`src/rtl/color_mem_arbiter.sv`:
```
// color_mem_arbiter: shares one nibble-wide colour SRAM between a host port
// and a background fill engine, and owns the 7-bit colour bank register.
//
// Ports:
//   clock, reset        rising-edge clock, synchronous active-high reset
//   host_req/we/addr/   host access request (held until host_ack), direction,
//   host_wdata          10-bit colour address and write nibble
//   host_rdata/ack      read nibble (held until next read ack), 1-cycle ack
//   fill_start/value    1-cycle fill trigger and the nibble to fill with
//   fill_busy/done      fill in progress, 1-cycle pulse after the last write
//   bank                bank register bits [5:0]
//   mem_addr/wdata      SRAM address {bank, addr} and write nibble
//   mem_rdata           SRAM byte, [7:4] upper half, [3:0] lower half
//   mem_drive           SRAM data pin drive enable
//   _ce_mem/_we_mem     SRAM chip / write enable, active low
//   _lb/_ub             lower / upper half select, active low
//
// Build option: define COLOR_FILL_EN to include the fill engine. Without it
// fill_busy/fill_done are tied low and fill_start/fill_value are ignored.

module color_mem_arbiter (
    input  logic        clock,
    input  logic        reset,
    input  logic        host_req,
    input  logic        host_we,
    input  logic [9:0]  host_addr,
    input  logic [3:0]  host_wdata,
    output logic [3:0]  host_rdata,
    output logic        host_ack,
    input  logic        fill_start,
    input  logic [3:0]  fill_value,
    output logic        fill_busy,
    output logic        fill_done,
    output logic [5:0]  bank,
    output logic [15:0] mem_addr,
    output logic [3:0]  mem_wdata,
    input  logic [7:0]  mem_rdata,
    output logic        mem_drive,
    output logic        _ce_mem,
    output logic        _we_mem,
    output logic        _lb,
    output logic        _ub
);

    typedef enum logic [1:0] {
        IDLE,
        SETUP,
        STROBE,
        FINISH
    } state_t;

    localparam logic [9:0] BANK_LO_ADDR = 10'h3FE;
    localparam logic [9:0] BANK_HI_ADDR = 10'h3FF;
    localparam logic [9:0] LAST_PTR     = 10'h3FF;

    state_t     state;

    // [5:0] bank, [6] half select (0 = lower, 1 = upper)
    logic [6:0] bank_reg;

    // Attributes of the access in flight, captured when it is granted
    logic       acc_host;
    logic       acc_we;
    logic       acc_half;
    logic [9:0] acc_addr;
    logic [3:0] acc_wdata;

`ifdef COLOR_FILL_EN
    logic [3:0] fill_nib;
    logic [5:0] fill_bank;
    logic       fill_half;
    logic [9:0] fill_ptr;
`else
    logic unused_fill;

    assign unused_fill = ^{fill_start, fill_value};
    assign fill_busy   = 1'b0;
    assign fill_done   = 1'b0;
`endif

    assign bank = bank_reg[5:0];

    always_ff @(posedge clock) begin
        if (reset) begin
            state      <= IDLE;
            bank_reg   <= 7'd0;
            acc_host   <= 1'b0;
            acc_we     <= 1'b0;
            acc_half   <= 1'b0;
            acc_addr   <= 10'd0;
            acc_wdata  <= 4'd0;
            host_ack   <= 1'b0;
            host_rdata <= 4'd0;
            mem_addr   <= 16'd0;
            mem_wdata  <= 4'd0;
            mem_drive  <= 1'b0;
            _ce_mem    <= 1'b1;
            _we_mem    <= 1'b1;
            _lb        <= 1'b1;
            _ub        <= 1'b1;
`ifdef COLOR_FILL_EN
            fill_busy  <= 1'b0;
            fill_done  <= 1'b0;
            fill_nib   <= 4'd0;
            fill_bank  <= 6'd0;
            fill_half  <= 1'b0;
            fill_ptr   <= 10'd0;
`endif
        end else begin
            host_ack <= 1'b0;
`ifdef COLOR_FILL_EN
            fill_done <= 1'b0;

            // The fill target is frozen here, so later bank register
            // writes cannot redirect a fill already under way.
            if (fill_start && !fill_busy) begin
                fill_busy <= 1'b1;
                fill_nib  <= fill_value;
                fill_bank <= bank_reg[5:0];
                fill_half <= bank_reg[6];
                fill_ptr  <= 10'd0;
            end
`endif

            case (state)
                IDLE: begin
                    if (host_req) begin
                        // Host wins over fill; the strobe half is the one
                        // in effect now, even for a bank register write.
                        state     <= SETUP;
                        acc_host  <= 1'b1;
                        acc_we    <= host_we;
                        acc_half  <= bank_reg[6];
                        acc_addr  <= host_addr;
                        acc_wdata <= host_wdata;
                        mem_addr  <= {bank_reg[5:0], host_addr};
                        mem_wdata <= host_wdata;
                        _ce_mem   <= 1'b0;
                        _lb       <= bank_reg[6];
                        _ub       <= ~bank_reg[6];
                    end
`ifdef COLOR_FILL_EN
                    else if (fill_busy) begin
                        // One fill write per grant keeps host wait short.
                        state     <= SETUP;
                        acc_host  <= 1'b0;
                        acc_we    <= 1'b1;
                        acc_half  <= fill_half;
                        acc_addr  <= fill_ptr;
                        acc_wdata <= fill_nib;
                        mem_addr  <= {fill_bank, fill_ptr};
                        mem_wdata <= fill_nib;
                        _ce_mem   <= 1'b0;
                        _lb       <= fill_half;
                        _ub       <= ~fill_half;
                    end
`endif
                end

                SETUP: begin
                    state <= STROBE;
                    if (acc_we) begin
                        _we_mem   <= 1'b0;
                        mem_drive <= 1'b1;
                    end
                end

                STROBE: begin
                    state     <= FINISH;
                    _we_mem   <= 1'b1;
                    mem_drive <= 1'b0;
                    if (acc_host) begin
                        host_ack <= 1'b1;
                        if (!acc_we) begin
                            host_rdata <= acc_half ? mem_rdata[7:4]
                                                   : mem_rdata[3:0];
                        end else if (acc_addr == BANK_LO_ADDR) begin
                            bank_reg[3:0] <= acc_wdata;
                        end else if (acc_addr == BANK_HI_ADDR) begin
                            bank_reg[6:4] <= acc_wdata[2:0];
                        end
                    end
`ifdef COLOR_FILL_EN
                    else begin
                        fill_ptr <= fill_ptr + 10'd1;
                        if (fill_ptr == LAST_PTR) begin
                            fill_busy <= 1'b0;
                            fill_done <= 1'b1;
                        end
                    end
`endif
                end

                FINISH: begin
                    state   <= IDLE;
                    _ce_mem <= 1'b1;
                    _lb     <= 1'b1;
                    _ub     <= 1'b1;
                end

                default: begin
                    state <= IDLE;
                end
            endcase
        end
    end

endmodule

```
`config.mk`:
```
export PLATFORM = sky130hd
export DESIGN_NAME = color_mem_arbiter
export DESIGN_NICKNAME = d
export VERILOG_FILES = /design/src/rtl/color_mem_arbiter.sv
export SDC_FILE = /design/constraint.sdc
export NUM_CORES = 1
export LEC_CHECK = 0
export BUFFER_PORTS_ARGS = -buffer_cell sky130_fd_sc_hd__buf_2
export CAP_MARGIN = 15
export CORE_MARGIN = 1
export CORE_UTILIZATION = 45
export CTS_CLUSTER_DIAMETER = 80
export DETAILED_ROUTE_END_ITERATION = 6
export GPL_TIMING_DRIVEN = 0
export PLACE_DENSITY = 0.75
export SYNTH_ARGS = -nofsm -noshare
export SYNTH_HDL_FRONTEND = slang
export SYNTH_SLANG_ARGS = --single-unit
export TNS_END_PERCENT = 30
```
`constraint.sdc`:
```
create_clock -name clock -period 5.01 [get_ports clock]
set_clock_uncertainty 0.15 [all_clocks]
set_input_delay 1.002 -clock clock [delete_from_list [all_inputs] [get_ports clock]]
set_output_delay 1.002 -clock clock [all_outputs]
set_load 0.01 [all_outputs]
```
Word level (Yosys, flattened, before mapping):

Cells that the tools add are included.

* input port bits: 31
* register bits: 52
* logic and storage cells: 51
* output and inout port bits: 38

* bitwise logic cells: 4
* equal/unequal tests: 7
* multiplexer cells: 14
* reductions and logical operators: 10

Operators with widths (count)
* $eq A10 B10 Y1 const B: 2
* $pmux W1 S2: 5
* $pmux W2 S4: 1
* $mux W1: 6
* $reduce_and A2 Y1: 3
* $reduce_and A5 Y1: 1
* $eq A2 B2 Y1 const B: 2
* $mux W4: 1
* $ne A2 B2 Y1 const B: 2
* $not A1 Y1: 4
* $reduce_and A4 Y1: 1
* $reduce_bool A2 Y1: 2
* $reduce_and A3 Y1: 1
* $eq A2 B1 Y1 const B: 1
* $logic_not A2 Y1: 1
* $mux W2: 1
* $reduce_or A2 Y1: 1

Longest topological paths before layout:

Gate-level depths: netlist (run 1).

* depth after elaboration: 3
* depth in mapped cells: 6
* gate-level depth less buffers: 5

Worst setup path before layout (run 1):

Ideal clock, no wire load.

* path type: input port to flip-flop
* from: input reset
* to: register acc_host
* cell stages on the path: 4
* arrival: 1.774 ns
* data required time: 4.732 ns
* path slack: 2.958 ns
* cell sequence: clkbuf_1 clkbuf_1 clkbuf_1 nor2_1

RTL lines
* from (decl): RTL line 23 `input logic reset,`
* to (signal assigned): RTL line 87 `acc_host <= 1'b0;`
* to (signal assigned): RTL line 131 `acc_host <= 1'b1;`
* to (decl): RTL line 62 `logic acc_host;`

No word-level cell between the ends.

Final worst setup path (run 1):

* from: input reset
* to: register host_ack

* cells in the longest elaborated chain, start to end: 1

RTL lines
* $reduce_or A2 Y1 (no source line)
* to (signal assigned): RTL line 92 `host_ack <= 1'b0;`
* to (signal assigned): RTL line 110 `host_ack <= 1'b0;`
* to (signal assigned): RTL line 173 `host_ack <= 1'b1;`
* to (decl): RTL line 29 `output logic host_ack,`

No other way between the ends.
A chain may end at the register's enable or synchronous reset.

==> flow_summary.toml, run 1 <==
[outcome]
outcome = "finished, final reports clean"

[setup_path]
critPathMaxStageDelay_ns = 0.44
cp_slowest_cell = "clkbuf_1"
r2r_cells = 6
cp.required_ns = 5.02
crit_path_end_kind = "flip-flop"
crit_arrival_ns = 2.18
critPathLaunchType = "input pin"
cpMostUsedCell = "clkbuf_1"
path_class = "in -> reg"
cp_cell_sequence = "clkbuf_1, clkbuf_1, clkbuf_1, nor2_1"
r2r_slack_ns = 3.06
path_max_fanout = 10

[global_routing]
grt_pass1_vias = 1384
grt_pass1_wl_um = 5960
grt_overflow_total = 0
antenna_found_initial = 0
grt_usage_pct = 18.6
grt_max_degree = 14

[drt]
routed_wl_um = 3580
wire_per_inst_um = 11.1
antenna_left = 0
drtPass1Iterations = 4
viasPerCell = 4.72
drc = 0
routed-via-count = 1525
drtIter0Drc = 55

[yosys]
synth_compound_area_share_pct = 12.0
synth_fa_ha_area_share_pct = 3.54
synthTopCellsByArea = "dfxtp_1 48%, nand2_1 9.8%, a21oi_1 7.6%"
yosys.area.top_type = "dfxtp_1"
yosysTopAreaCellShare_pct = 47.6
synth_top_family_by_area = "simple AND/OR/NAND/NOR gates"
yosys_warnings = 0
synthMuxAreaShare_pct = 6.80
synth_simple_gate_area_share_pct = 22.7
yosysMostFrequentCell = "nand2_1"
avgSynthCellArea_um2 = 8.58
ys_ff_latch = 42
yosysUniqueCellTypes = 25
synthTopCellsByCount = "46 x nand2_1, 42 x dfxtp_1, 27 x a21oi_1"
syn-cell-area_um2 = 1770
synth_edf_count = 0
seq_area_frac_synth_pct = 47.6
synth_xor_xnor_area_share_pct = 0
netlist_instances = 206
async_flop_share_pct = 0
ys.flop_type = "dfxtp_1"

[clocking]
cts_tree = "done"
htree_num_levels = 2
post_cts_resized = 0
clock-sinks = 42
post_cts_buffers = 0
clockRootBuffer = "clkbuf_8"
cts-hold-fix-buffers = 0
cts_buffers = 5
worstSkewPairLatency_ns = 0.29
clockBufferDepth = 2
clk_pin_slew_ns = 0.08

[pwr]
switching_power_mw = 0.289
seqPwrFrac_pct = 45.0
power_frac_comb_pct = 25.9
p_per_area_nw_per_um2 = 402
p_int_mw = 0.612
p_clk_share_pct = 29.1
netSwitchingFraction_pct = 32.1
p_leak_nw = 1.02
ir_drop_v = 0.000263

[finish]
diodes = 0
finalNonFillerCells = 323
largest_reg_flops = 16
drive_above_1_share_pct = 29.8
nets = 310
area_growth_pct = 26.8
fin_util_pct = 60.3

[sta]
slew_violations = 0
period_share_pct = 43.3
max_freq_ghz = 0.461
timing.hold.ws_ns = 0.302
setup_viol = 0
setup_ws_ns = 2.84
period_needed_ns = 2.17
slew_headroom_pct = 64.7
worst_slew_pin_slew_ns = 0.529
rsz0062_at_grt = "no"
hold_violations = 0
fin_setup_tns_ns = 0

[die]
dieArea_um2 = 4180
num_rows = 22
die_y_um = 64.7
ios = 69
die_w_um = 64.7
core_area_um2 = 3720
start_util_pct = 47.5

[place]
dpl.cell_count = 315
dp_hpwl_um = 2640
dp_slack_ns = 2.52
gp_congestion = 0.806
port_buffers = 60

[hold_path]
holdCritPathClass = "reg -> reg"
holdPathStages = 2

[job]
cap_violations = 0
path summary, 6_finish.rpt:
check,from,to
max reg2reg,state[0],bank_reg[2]
max,reset,host_ack
min,mem_addr[13],mem_addr[13]
min reg2reg,mem_addr[13],mem_addr[13]
power groups by stage:
stage | clock (mW) | sequential [mW] | combinational (mW)
6_report | 0.262 | 0.406 | 0.233
5_1_grt | 0.281 | 0.412 | 0.264
4_1_cts | 0.268 | 0.406 | 0.235
3_5_place_dp | 0 | 0.413 | 0.233
3_3_place_gp | 0 | 0.412 | 0.230
2_1_floorplan | 0 | 0.423 | 0.144
layout make-up:
class,instances,area (um^2)
plain buffers,20,113
fillers,353,1480
multi-input cells,141,802
flip-flops and latches,42,841
clock buffers,6,72.6
repair buffers,60,300
inverters,4,15.0
well taps,48,60.1
clock inverters,2,37.5
worst max-delay path, delay by kind of cell:
family	cells	cell delay, ns
buffers and inverters	3	1.06
AND/OR/NAND/NOR	1	0.12
through the flow:
stage	cell area (um^2)	power, mW
final	2240	0.901
after global placement	2130	0.641
after detailed placement	2130	0.647
after global routing	2240	0.957
after CTS	2240	0.908
after floorplan	1770	0.567
layout by cell type, fill, tap and decap left out, types with 5 or more instances in the layout:
cell      count
nand2_1      46
buf_2        60
nand2b_1     13
clkbuf_8      5
buf_4         8
clkbuf_1     11
nor2_1       15
dfxtp_1      42
a21oi_1      27
ha_1          5
mux2i_1      12
a211oi_1      5
cells by family after synthesis:
logic type,Yosys count
buffers and inverters,24
AND/OR/NAND/NOR,85
other,1
flip-flops,42
adder cells (fa/ha/maj),5
AO/OA/AOI/OAI,37
multiplexers,12
metal layers:
layer / vias to the layer above / wire length (um) / global-route usage, %
li1: 803 / - / -
met1: 672 / 1680 / 22.5
met2: 45 / 1660 / 30.7
met3: 5 / 178 / 4.40
met4: 0 / 63 / 9.44
met5: - / 0 / 0
(Power assumes the default switching activity.)
==> inputs of run 2 (changes only) <==
--- a/config.mk
+++ b/config.mk
@@ -8,7 +8,7 @@
 export BUFFER_PORTS_ARGS = -buffer_cell sky130_fd_sc_hd__buf_2
 export CAP_MARGIN = 15
 export CORE_MARGIN = 1
-export CORE_UTILIZATION = 45
+export CORE_UTILIZATION = 43
 export CTS_CLUSTER_DIAMETER = 80
 export DETAILED_ROUTE_END_ITERATION = 6
 export GPL_TIMING_DRIVEN = 0
==> constraint.sdc (replaced) <==
create_clock -name clock -period 1.8 [get_ports clock]
set_clock_uncertainty 0.15 [all_clocks]
set_input_delay 0.36 -clock clock [delete_from_list [all_inputs] [get_ports clock]]
set_output_delay 0.36 -clock clock [all_outputs]
set_load 0.01 [all_outputs]
==> flow_summary.toml, run 2 (same netlist as run 1, synthesis figures left out) <==
[sta]
period_share_pct = 95.9
period_needed_ns = 1.73
slew_violations = 0
worst_slew_pin_slew_ns = 0.496
setup_viol = 0
max_freq_ghz = 0.579
slew_headroom_pct = 66.7
hold_violations = 0
rsz0062_at_grt = "no"

[global_routing]
grt_overflow_total = 0
grt_usage_pct = 17.9
grt_max_degree = 14
antenna_found_initial = 0
grt_pass1_wl_um = 5780
grt_pass1_vias = 1306

[setup_path]
path_max_fanout = 4
cp_slowest_cell = "or4_4"
r2r_slack_ns = 0.07
cp-startpoint = "state[0]"
cp.required_ns = 1.85
crit_path_end_kind = "flip-flop"
critical_path_buf_inv_count = 2
cp_cell_sequence = "inv_2, ha_4, nand4_2, or4_4, buf_6, mux2i_1"
crit_arrival_ns = 1.77
critPathLaunchType = "flip-flop"
path_class = "reg -> reg"
critPathMaxStageDelay_ns = 0.53
path_delay_family = "simple AND/OR/NAND/NOR gates"
reg2reg_from = "state[0]"

[clocking]
worstSkewPairLatency_ns = 0.30
clock-sinks = 42
cts_buffers = 5
clk_pin_slew_ns = 0.09
cts-hold-fix-buffers = 0
cts_tree = "done"
htree_num_levels = 2
clockRootBuffer = "clkbuf_8"
clockBufferDepth = 2

[finish]
final_common_cell = "buf_2"
drive_above_1_share_pct = 33.6
fill_cells = 362
area_growth_pct = 29.0
layout_common_cells = "61 x buf_2, 46 x nand2_1, 40 x dfxtp_1, 27 x a21oi_1, 15 x nor2_1"
diodes = 0
nets = 312
largest_reg_flops = 16
finalNonFillerCells = 325

[drt]
drtPass1Iterations = 4
routed_wl_um = 3650
drc = 0
met1_length_um = 1690
routed-via-count = 1545
dr.max_layer_used = "met4"
wl_met2_um = 1690
met3WireLength_um = 227
viasPerCell = 4.75
drtIter0Drc = 69
antenna_left = 0
wire_per_inst_um = 11.2

[outcome]
outcome = "finished, final reports clean"

[die]
core_area_um2 = 3800
die_y_um = 66.1
die_w_um = 66.1
num_rows = 22
ios = 69
start_util_pct = 46.5
dieArea_um2 = 4370

[place]
port_buffers = 60
dp_hpwl_um = 2680
gp_congestion = 0.791
dpl.cell_count = 315

[hold_path]
holdCritPathClass = "in -> reg"
hold_start = "host_addr[4]"

[pwr]
power_mw = 2.58
p_per_area_nw_per_um2 = 1130
p_leak_nw = 1.04
ir_drop_v = 0.000625

[job]
cap_violations = 0
## run 2: final timing paths
| kind | to | cells past startpoint |
|---|---|---|
| setup / recovery | bank_reg[3] | 6 |
| hold reg to reg | mem_addr[11] | 2 |
| setup reg to reg | bank_reg[3] | 6 |
| hold / removal | mem_addr[4] | 3 |
## run 2: per-stage QoR
stage	hold WS (ns)	setup WS, ns	TNS [ns]	utilization (%)	instance area (um^2)
after global routing	0.136	0.0150	0	60.0	2280
after global placement	0.291	-0.126	-0.864	56.1	2130
after floorplan	0.296	0.00271	0	-	1770
after detailed placement	0.299	-0.151	-1.51	56.1	2130
final	0.140	0.0729	0	60.0	2280
after CTS	0.137	-0.0857	-0.342	59.2	2250
## run 2: timing repair
action / CTS / global route
setup buffers: 0 / 2
gates resized for setup: 5 / 6
setup endpoints to repair: 28 / 26
endpoints found under the hold margin: 0 / 0
pin swaps: 0 / 0
## run 2: final cells by class
| cell class | count | area (um^2) | area share (%) |
|---|---|---|---|
| clock inverter | 2 | 37.5 | 1.65 |
| clock buffer | 6 | 72.6 | 3.19 |
| timing repair buffer | 62 | 315 | 13.8 |
| sequential | 42 | 843 | 37.0 |
| inverter | 4 | 15.0 | 0.659 |
| tap | 48 | 60.1 | 2.64 |
| multi-input combinational | 141 | 817 | 35.9 |
| buffer | 20 | 118 | 5.16 |
## run 2: worst register-to-register path: stages (launching register included)
cell     delay, ns
dfxtp_2       0.35
inv_2         0.09
ha_4          0.16
nand4_2       0.10
or4_4         0.53
buf_6         0.15
mux2i_1       0.11
## run 2: layer usage
layer | GRT usage, % | vias to the layer above
met5 | 0 | -
met4 | 6.38 | 0
met3 | 5.17 | 5
met2 | 29.6 | 45
met1 | 21.9 | 682
li1 | - | 813
## run 2: report_power, final
group          internal [mW]  switching, mW
clock                  0.414          0.330
combinational          0.287          0.412
sequential              1.05         0.0911
total                   1.75          0.834
